`src/rtl/ram8.sv`:
```
// ram8: 8-word WIDTH-bit RAM (clk, reset sync high, in write data, load write enable, address 0..7, out = word[address] combinational)
module ram8_cell (
  input  logic clk,
  input  logic reset,
  input  logic load,
  input  logic d,
  output logic q
);
  always_ff @(posedge clk) q <= reset ? 1'b0 : load ? d : q;
endmodule

module ram8_word #(
  parameter int WIDTH = 16
) (
  input  logic             clk,
  input  logic             reset,
  input  logic             load,
  input  logic [WIDTH-1:0] d,
  output logic [WIDTH-1:0] q
);
  for (genvar b = 0; b < WIDTH; b++) begin : g_bit
    ram8_cell u_cell (.clk(clk), .reset(reset), .load(load), .d(d[b]), .q(q[b]));
  end
endmodule

module ram8 #(
  parameter int WIDTH = 16
) (
  input  logic             clk,
  input  logic             reset,
  input  logic [WIDTH-1:0] in,
  input  logic             load,
  input  logic [2:0]       address,
  output logic [WIDTH-1:0] out
);
  logic [7:0]       sel;
  logic [WIDTH-1:0] words [8];
  assign sel = load ? 8'b1 << address : 8'b0;
  for (genvar w = 0; w < 8; w++) begin : g_word
    ram8_word #(.WIDTH(WIDTH)) u_word (.clk(clk), .reset(reset), .load(sel[w]), .d(in), .q(words[w]));
  end
  assign out = words[address];
endmodule

```
`config.mk`:
```
export PLATFORM = sky130hd
export DESIGN_NAME = ram8
export DESIGN_NICKNAME = d
export VERILOG_FILES = /design/src/rtl/ram8.sv
export SDC_FILE = /design/constraint.sdc
export NUM_CORES = 1
export LEC_CHECK = 0
export CORE_AREA = 10 10 124 115
export CTS_CLUSTER_DIAMETER = 60
export DETAILED_ROUTE_END_ITERATION = 10
export DIE_AREA = 0 0 134 125
export PLACE_DENSITY = 0.83
export REMOVE_ABC_BUFFERS = 1
export SLEW_MARGIN = 20
export SYNTH_ARGS = -nofsm -noshare
export SYNTH_HDL_FRONTEND = slang
export SYNTH_SLANG_ARGS = --single-unit
```
`constraint.sdc`:
```
create_clock -name clk -period 1.8 [get_ports clk]
set_input_delay 0.36 -clock clk [delete_from_list [all_inputs] [get_ports clk]]
set_output_delay 0.36 -clock clk [all_outputs]
set_load 0.02 [all_outputs]
```
-- Word-level counts from Yosys, hierarchy flattened
Index checks and enable logic that the tools add are counted.
- flip-flop bits (word level): 128
- bits in latches: 0
- memory bits (writable): 0
- bits in read-only memories: 0
- input bits: 22
- logic and storage cells: 135
- memories: 0
- add/sub/neg operators: 0
- multipliers: 0
- div/mod/pow operators: 0
- magnitude comparators: 1
- eq/ne operators: 0
- shift operators: 1
- muxes and demuxes: 4
- bitwise gates (word level): 1
- reduce and logical (&&, ||, !) cells: 0
- operator list (operator ; count):
    binary-select mux 16 bit (select 3 bit) ; 1
    two-way mux 16 bit ; 2
    two-way mux 8 bit ; 1
    left shift 1 x 3 -> 8 bit, first input constant ; 1
    greater-or-equal comparator 4 bit, second input constant ; 1
    inverter 3 -> 4 bit ; 1

-- Logic depth before layout (Yosys ltp)
Gate-level depths: netlist (run 1).
- word-level depth: 4
- depth in mapped cells: 7
- gate-level depth less buffers: 3

-- Modules after synthesis
Synthesis (run 1) repeated with hierarchy kept, for this count alone.
- cell total of the unflattened synthesis: 512
- area total of the unflattened synthesis: 5431.5 um2
- modules (own cells, without submodules) (module ; instances ; cells each ; area each (um2) ; sequential area each (um2)):
    ram8_cell ; 128 ; 3 ; 33.8 ; 20.0
    ram8 ; 1 ; 128 ; 1107.3 ; 0.0

-- Least setup slack after synthesis (run 1)
Ideal clock, no wire load.
- path kind: in2out
- start point: input port address[1]
- end point: output port out[12]
- arrival: 1.575 ns
- required time: 1.440 ns
- path slack: -0.135 ns
- stages on the path: 5
- path buffers: 3
- cell sequence: buf_6 -> buf_12 -> buf_12 -> mux4_1 -> mux2_2
- cells in the longest elaborated chain, start to end: 4
- ends and longest elaborated chain (element ; line ; source):
    start, declared ; 33 ; input logic [2:0] address,
    inverter 3 -> 4 bit (not written as such) ; 42 ; assign out = words[address];
    binary-select mux 16 bit (select 3 bit) ; 42 ;
    two-way mux 16 bit (not written as such) (2 in a row) ; 42 ;
    end, declared ; 34 ; output logic [WIDTH-1:0] out
No other way between the ends. The select of a mux whose other input is x is not followed.

-- Final worst setup path (run 1)
- start point: register g_word[4].u_word.g_bit[0].u_cell.q
- end point: output port out[0]
- cells in the longest elaborated chain, start to end: 3
- ends and longest elaborated chain (element ; line ; source):
    start, declared ; 7 ; output logic q
    start signal, assigned ; 9 ; always_ff @(posedge clk) q <= reset ? 1'b0 : load ? d : q;
    binary-select mux 16 bit (select 3 bit) ; 42 ;
    two-way mux 16 bit (not written as such) (2 in a row) ; 42 ;
No other way between the ends. The select of a mux whose other input is x is not followed.

==> results of run 1 <==
## layer usage
layer / vias up / wire length, µm
met1: 2517 / 6430
met3: 75 / 1490
met2: 304 / 8640
li1: 2280 / -
met4: 0 / 813
met5: - / 0
## power groups by stage
stage | Combinational, mW | Clock [mW] | Sequential (mW)
final | 0.604 | 3.45 | 2.93
after global routing | 0.636 | 3.63 | 2.93
after CTS | 0.583 | 3.47 | 2.93
after detailed placement | 0.522 | 0 | 2.99
after global placement | 0.507 | 0 | 2.98
after floorplan | 0.189 | 0 | 2.97
## cell usage in the layout, fill, tap and decap left out, drive strengths merged, types with 2 or more instances in the layout
master         count
inv                3
nand4bb            2
clkbuf            18
dfxtp            128
and4bb             2
nand4b             3
mux4              32
nand2            256
clkinv             7
mux2              16
clkdlybuf4s50     17
and4b              3
bufinv             2
clkinvlp           2
a21oi            128
buf               89
## layout make-up
| type | count | area [µm²] | share of cell area [%] |
|---|---|---|---|
| multi-input combinational | 448 | 2760 | 38.3 |
| clock buffer | 18 | 439 | 6.09 |
| sequential | 128 | 2600 | 36.1 |
| timing repair buffer | 107 | 1050 | 14.6 |
| tap | 160 | 200 | 2.78 |
| clock inverter | 14 | 159 | 2.20 |
## how the worst min path moves through the flow
stage                                          endpoint  cells after the start                                 from
floorplan            g_word[2].u_word.g_bit[0].u_cell.q                      2   g_word[2].u_word.g_bit[0].u_cell.q
global placement     g_word[7].u_word.g_bit[3].u_cell.q                      2   g_word[7].u_word.g_bit[3].u_cell.q
detailed placement   g_word[2].u_word.g_bit[8].u_cell.q                      2   g_word[2].u_word.g_bit[8].u_cell.q
CTS                 g_word[4].u_word.g_bit[12].u_cell.q                      2  g_word[4].u_word.g_bit[12].u_cell.q
global route         g_word[7].u_word.g_bit[2].u_cell.q                      2   g_word[7].u_word.g_bit[2].u_cell.q
finish               g_word[6].u_word.g_bit[3].u_cell.q                      2   g_word[6].u_word.g_bit[3].u_cell.q
## critical path: cells and delay by family, from the launching register on
| family | cells | cell delay, ns |
|---|---|---|
| buffers and inverters | 1 | 0.13 |
| muxes | 2 | 0.76 |
| DFF | 1 | 0.32 |
## repair_timing
action	in CTS	in global routing
gates resized for setup	159	23
pin swaps	0	1
setup endpoints to repair	80	31
buffers inserted	0	1
gates cloned	3	0
## cell families after synthesis
kind of cell,count (synthesis)
and+or+nand+nor,272
muxes,48
AOI/OAI and AO/OA,128
DFF,128
buffers and inverters,71
==> out/summary.txt, run 1 <==
CTS H-tree lvls = 4
CTS tree = yes
FMAX = 501 MHz
critical path arrival = 1.64 ns
CTS sink count = 128
Critical Path End = out[0]
biggest area consumer among synthesized cells = dfxtp_1
pre-CTS WS = -0.695 ns
Final ANT Viol Nets = 0
Worst Max-Slew Pin Slew = 0.557 ns
Gate power share = 8.6%
VDD IR max = 0.810 mV
max reg flops = 128
area post-placement = 0.00643 mm²
Worst Clk Skew = 0 ns
routed wire length = 17.4 mm
DRC = 0
max incr delay on CP = 0.47 ns
# hold bufs at CTS = 0
clock power share = 49.4%
Top Registers = g_word.u_word.g_bit.u_cell.q (128)
mux cell area share after synthesis = 17.1%
Clock Tree Root = clkbuf_16
clk_lat worst skew = 0.42 ns
post-placement cell count = 839
internal cell power = 5.27 mW
antenna violations before repair = 0
RePlAce Congestion = 0.840
Post-DP HPWL = 10.4 mm
1st-pass router iterations = 5
first-pass GRT wire length = 27.1 mm
synth top area cells = dfxtp_1 (45%), nand2_1 (17%), a21oi_1 (11%), mux4_1 (9.6%), mux4_2 (4.3%)
fill count = 954
Hold Path Class = reg2reg
Layout Cells excl Fill = 875
Final Hold Viols = 0
final number of setup-violating endpoints = 16
Ports = 38
Post-synth EDFFs = 0
largest reg by FF count = g_word.u_word.g_bit.u_cell.q
part of the cycle the worst path needs = 111%
TNS Setup = -2.75 ns
final hold slack = 0.453 ns
die area = 0.0168 mm²
ANT cells = 0
crit path max-delay cell type = mux4_2
Synth Flop Type = dfxtp_1
Leakage = 2.61 nW
Worst setup EP type = primary output
crit path max fanout = 2
final setup margin = -0.195 ns
total CTS buffers = 17
XOR/XNOR share of the synthesized area = 0%
Pwr Density = 969 mW/mm²
clk slew on worst S/H paths = 0.06 ns
row count = 38
met1 Use GR = 23.0%
Mapped Area = 0.00572 mm²
crit path launch = g_word[4].u_word.g_bit[0].u_cell.q
largest net degree at the start of global routing = 129
status = finished with violations
type of the worst setup path = reg2out
Post-Synth Simple-Gate Area = 19.8%
crit path time final = 2.00 ns
WL per Instance = 19.9 µm
main combinational cell family by area after synthesis = simple AND/OR/NAND/NOR gates
GR met2 Demand/Resource = 33.7%
register share of total power = 41.9%
final instance area = 0.00721 mm²
NetSw = 1.72 mW
WP data required = 1.44 ns
count of pins over their slew limit = 0
worst r2r dst = g_word[7].u_word.g_bit[11].u_cell.q
top cells by count, synth = nand2_1 (256), a21oi_1 (128), dfxtp_1 (128)
reg2reg setup slack = 1.08 ns
top cell type's share of synthesized area = 44.8%
failing checks = setup timing
Port-buffer cells = 37
Syn Inst Count = 647
async set or reset register ratio after synthesis = 0%
Worst slew margin = 62.9%
CP Launch Type = flop
critical path, cell by cell = mux4_2 > mux2_4 > buf_6
Compound-Gate Fraction of Synth Area = 11.2%
Final Power = 6.99 mW
layout cells sized above 1 = 29.0%
Clock Path Buffers = 2
vias in the first global route = 5230
initial core utilization = 48.7%
launch point of the worst reg-to-reg path = g_word[7].u_word.g_bit[11].u_cell.q
Net Sw Frac = 24.6%
Layout Nets = 724
busiest grt layer = met2
Core Area = 0.0117 mm²
Area Overhead vs Synth = 26.1%
Netlist cell types = 21
#FFs+latches synth = 128
DIE WIDTH = 134 µm
reg2reg path depth = 3
Overflow after GRT = 0
most frequent cell after synthesis = nand2_1
Tot GR Track Use = 20.5%
met3 usage = 5.76%
Detailed Route Iter0 Violations = 710
vias per std cell = 5.92
post-synthesis sequential area ratio = 44.8%
Syn Area/Cell = 8.84 µm²
vias = 5176
die height = 125 µm
unrepaired setup endpoints after global routing = yes
final design utilization = 61.4%
Synth Warn # = 0
max_cap viols = 0
Synth Area in Adders = 0%
Power figures use the tool's default switching activity.
==> run 2: changes to the inputs <==
--- a/config.mk
+++ b/config.mk
@@ -9,6 +9,7 @@
 export CTS_CLUSTER_DIAMETER = 60
 export DETAILED_ROUTE_END_ITERATION = 10
 export DIE_AREA = 0 0 134 125
+export HOLD_SLACK_MARGIN = 0.03
 export PLACE_DENSITY = 0.83
 export REMOVE_ABC_BUFFERS = 1
 export SLEW_MARGIN = 20
==> results of run 2 <==
No change in the layout: final DEF, timing and power equal those of run 1.
==> run 3: changes to the inputs <==
--- a/config.mk
+++ b/config.mk
@@ -9,6 +9,7 @@
 export CTS_CLUSTER_DIAMETER = 60
 export DETAILED_ROUTE_END_ITERATION = 10
 export DIE_AREA = 0 0 134 125
+export GPL_TIMING_DRIVEN = 0
 export HOLD_SLACK_MARGIN = 0.03
 export PLACE_DENSITY = 0.83
 export REMOVE_ABC_BUFFERS = 1
==> run 3 against run 2 <==
Effect of this change:
- the flow still finishes with violations (setup timing)
- register-to-register slack hardly changed
- power is 5.3% lower
- via count is 5.8% lower
- first-iteration DRC count is 10% lower
- flip-flop and latch count stayed put
- largest cell class unchanged
==> out/summary.txt, run 3 (synthesized netlist as in run 1, its figures left out) <==
fill count = 954
Worst slew margin = 53.5%
final hold slack = 0.440 ns
Pwr Density = 977 mW/mm²
total CTS buffers = 17
FMAX = 500 MHz
Detailed Route Iter0 Violations = 636
final instance area = 0.00678 mm²
CP Launch Type = flop
most frequent cells in the layout = nand2_1 (256), a21oi_1 (128), dfxtp_1 (112)
final number of setup-violating endpoints = 16
CTS H-tree lvls = 4
DIE WIDTH = 134 µm
crit path max fanout = 2
reg2reg setup slack = 1.07 ns
Port-buffer cells = 37
vias = 4877
crit path launch = g_word[6].u_word.g_bit[3].u_cell.q
Worst Max-Slew Pin Slew = 0.697 ns
Final ANT Viol Nets = 0
max reg flops = 128
Clock Tree Root = clkbuf_16
routed wire length = 16.1 mm
initial core utilization = 48.7%
largest net degree at the start of global routing = 75
Worst Clk Skew = 0 ns
Worst Hold Launch = reset
die area = 0.0168 mm²
failing checks = setup timing
max incr delay on CP = 0.48 ns
Ports = 38
CTS sink count = 128
VDD IR max = 0.530 mV
WL per Instance = 19.5 µm
part of the cycle the worst path needs = 111%
commonest non-fill, non-tap cell in the layout = nand2_1
1st-pass router iterations = 5
vias per std cell = 5.90
max_cap viols = 0
antenna violations before repair = 1
RePlAce Congestion = 0.724
crit path max-delay cell type = mux4_2
largest reg by FF count = g_word.u_word.g_bit.u_cell.q
critical path arrival = 1.64 ns
Hold Path Class = in2reg
post-placement cell count = 776
Worst setup EP type = primary output
status = finished with violations
WP data required = 1.44 ns
Leakage = 2.37 nW
vias in the first global route = 4932
unrepaired setup endpoints after global routing = yes
Layout Cells excl Fill = 826
launch point of the worst reg-to-reg path = g_word[6].u_word.g_bit[3].u_cell.q
Overflow after GRT = 0
CTS tree = yes
Core Area = 0.0117 mm²
layout cells sized above 1 = 21.5%
Top Registers = g_word.u_word.g_bit.u_cell.q (128)
area post-placement = 0.00595 mm²
critical path, cell by cell = mux4_2 > mux2_4 > buf_6
die height = 125 µm
clk slew on worst S/H paths = 0.06 ns
Clock Path Buffers = 2
crit-path leading delay family = multiplexers
worst path bufs/invs = 1
final setup margin = -0.200 ns
clk_lat worst skew = 0.41 ns
type of the worst setup path = reg2out
row count = 38
Tot GR Track Use = 18.7%
TNS Setup = -2.85 ns
DRC = 0
Post-DP HPWL = 8.72 mm
first-pass GRT wire length = 24.9 mm
count of pins over their slew limit = 0
Area Overhead vs Synth = 18.5%
crit path time final = 2.00 ns
Final Hold Viols = 0
Layout Nets = 675
==> run 3: cell types whose count changed in the layout (fill, tap and decap cells not counted), moves of 3 or more <==
cell and change:
buf_4 -45, dfxtp_1 +16, dfxtp_2 -16, clkinv_4 -6
clkbuf_8 +5, buf_12 -4, and4b_1 -3, and4b_2 +3
clkbuf_1 +3, clkinv_2 +3, inv_6 -3
==> run 3: timing repair <==
action / in CTS / in global routing
endpoints found under the setup margin: 144 / 68
setup buffers: 14 / 2
pin swaps: 4 / 0
cloned: 2 / 0
endpoints found under the hold margin: 0 / 0
hold buffers: 0 / 0
gates resized for setup: 141 / 23
==> run 3: final timing paths <==
kind                                              end  cells past startpoint
setup / recovery                               out[3]                      3
hold / removal    g_word[7].u_word.g_bit[14].u_cell.q                      2
setup reg to reg   g_word[6].u_word.g_bit[3].u_cell.q                      3
hold reg to reg    g_word[2].u_word.g_bit[0].u_cell.q                      2
==> run 3: per-layer routing <==
layer | track usage (%) | part of all wire [%] | vias up
met5 | 0 | 0 | -
met4 | 8.45 | 2.5 | 0
met3 | 5.00 | 9.6 | 39
met2 | 32.4 | 51 | 286
met1 | 20.9 | 37 | 2367
li1 | - | - | 2185
==> run 3: worst register-to-register path, cell delays in order (launching register included) <==
cell	delay, ns
dfxtp_2	0.34
buf_4	0.12
nand2_1	0.05
a21oi_1	0.14
==> run 3: where the power goes <==
| part | switching, mW | internal [mW] |
|---|---|---|
| clock network | 1.19 | 1.96 |
| registers | 0.0317 | 2.90 |
| logic | 0.304 | 0.233 |
| total | 1.53 | 5.09 |
==> run 3: area by class of cell <==
type | instances | area (µm²) | share of cell area (%)
multi-input combinational | 448 | 2790 | 41.1
tap | 160 | 200 | 2.95
timing repair buffer | 58 | 659 | 9.73
clock buffer | 26 | 519 | 7.66
antenna | 1 | 2.50 | 0.0369
clock inverter | 5 | 27.5 | 0.406
sequential | 128 | 2580 | 38.1
==> run 3: metrics by stage <==
stage,setup slack [ns],power [mW],util [%]
floorplan,-0.115,3.16,-
global placement,-3.70,3.41,50.1
detailed placement,-1.00,3.44,50.6
CTS,-0.212,6.60,57.3
global route,-0.227,6.80,57.7
finish,-0.200,6.62,57.7
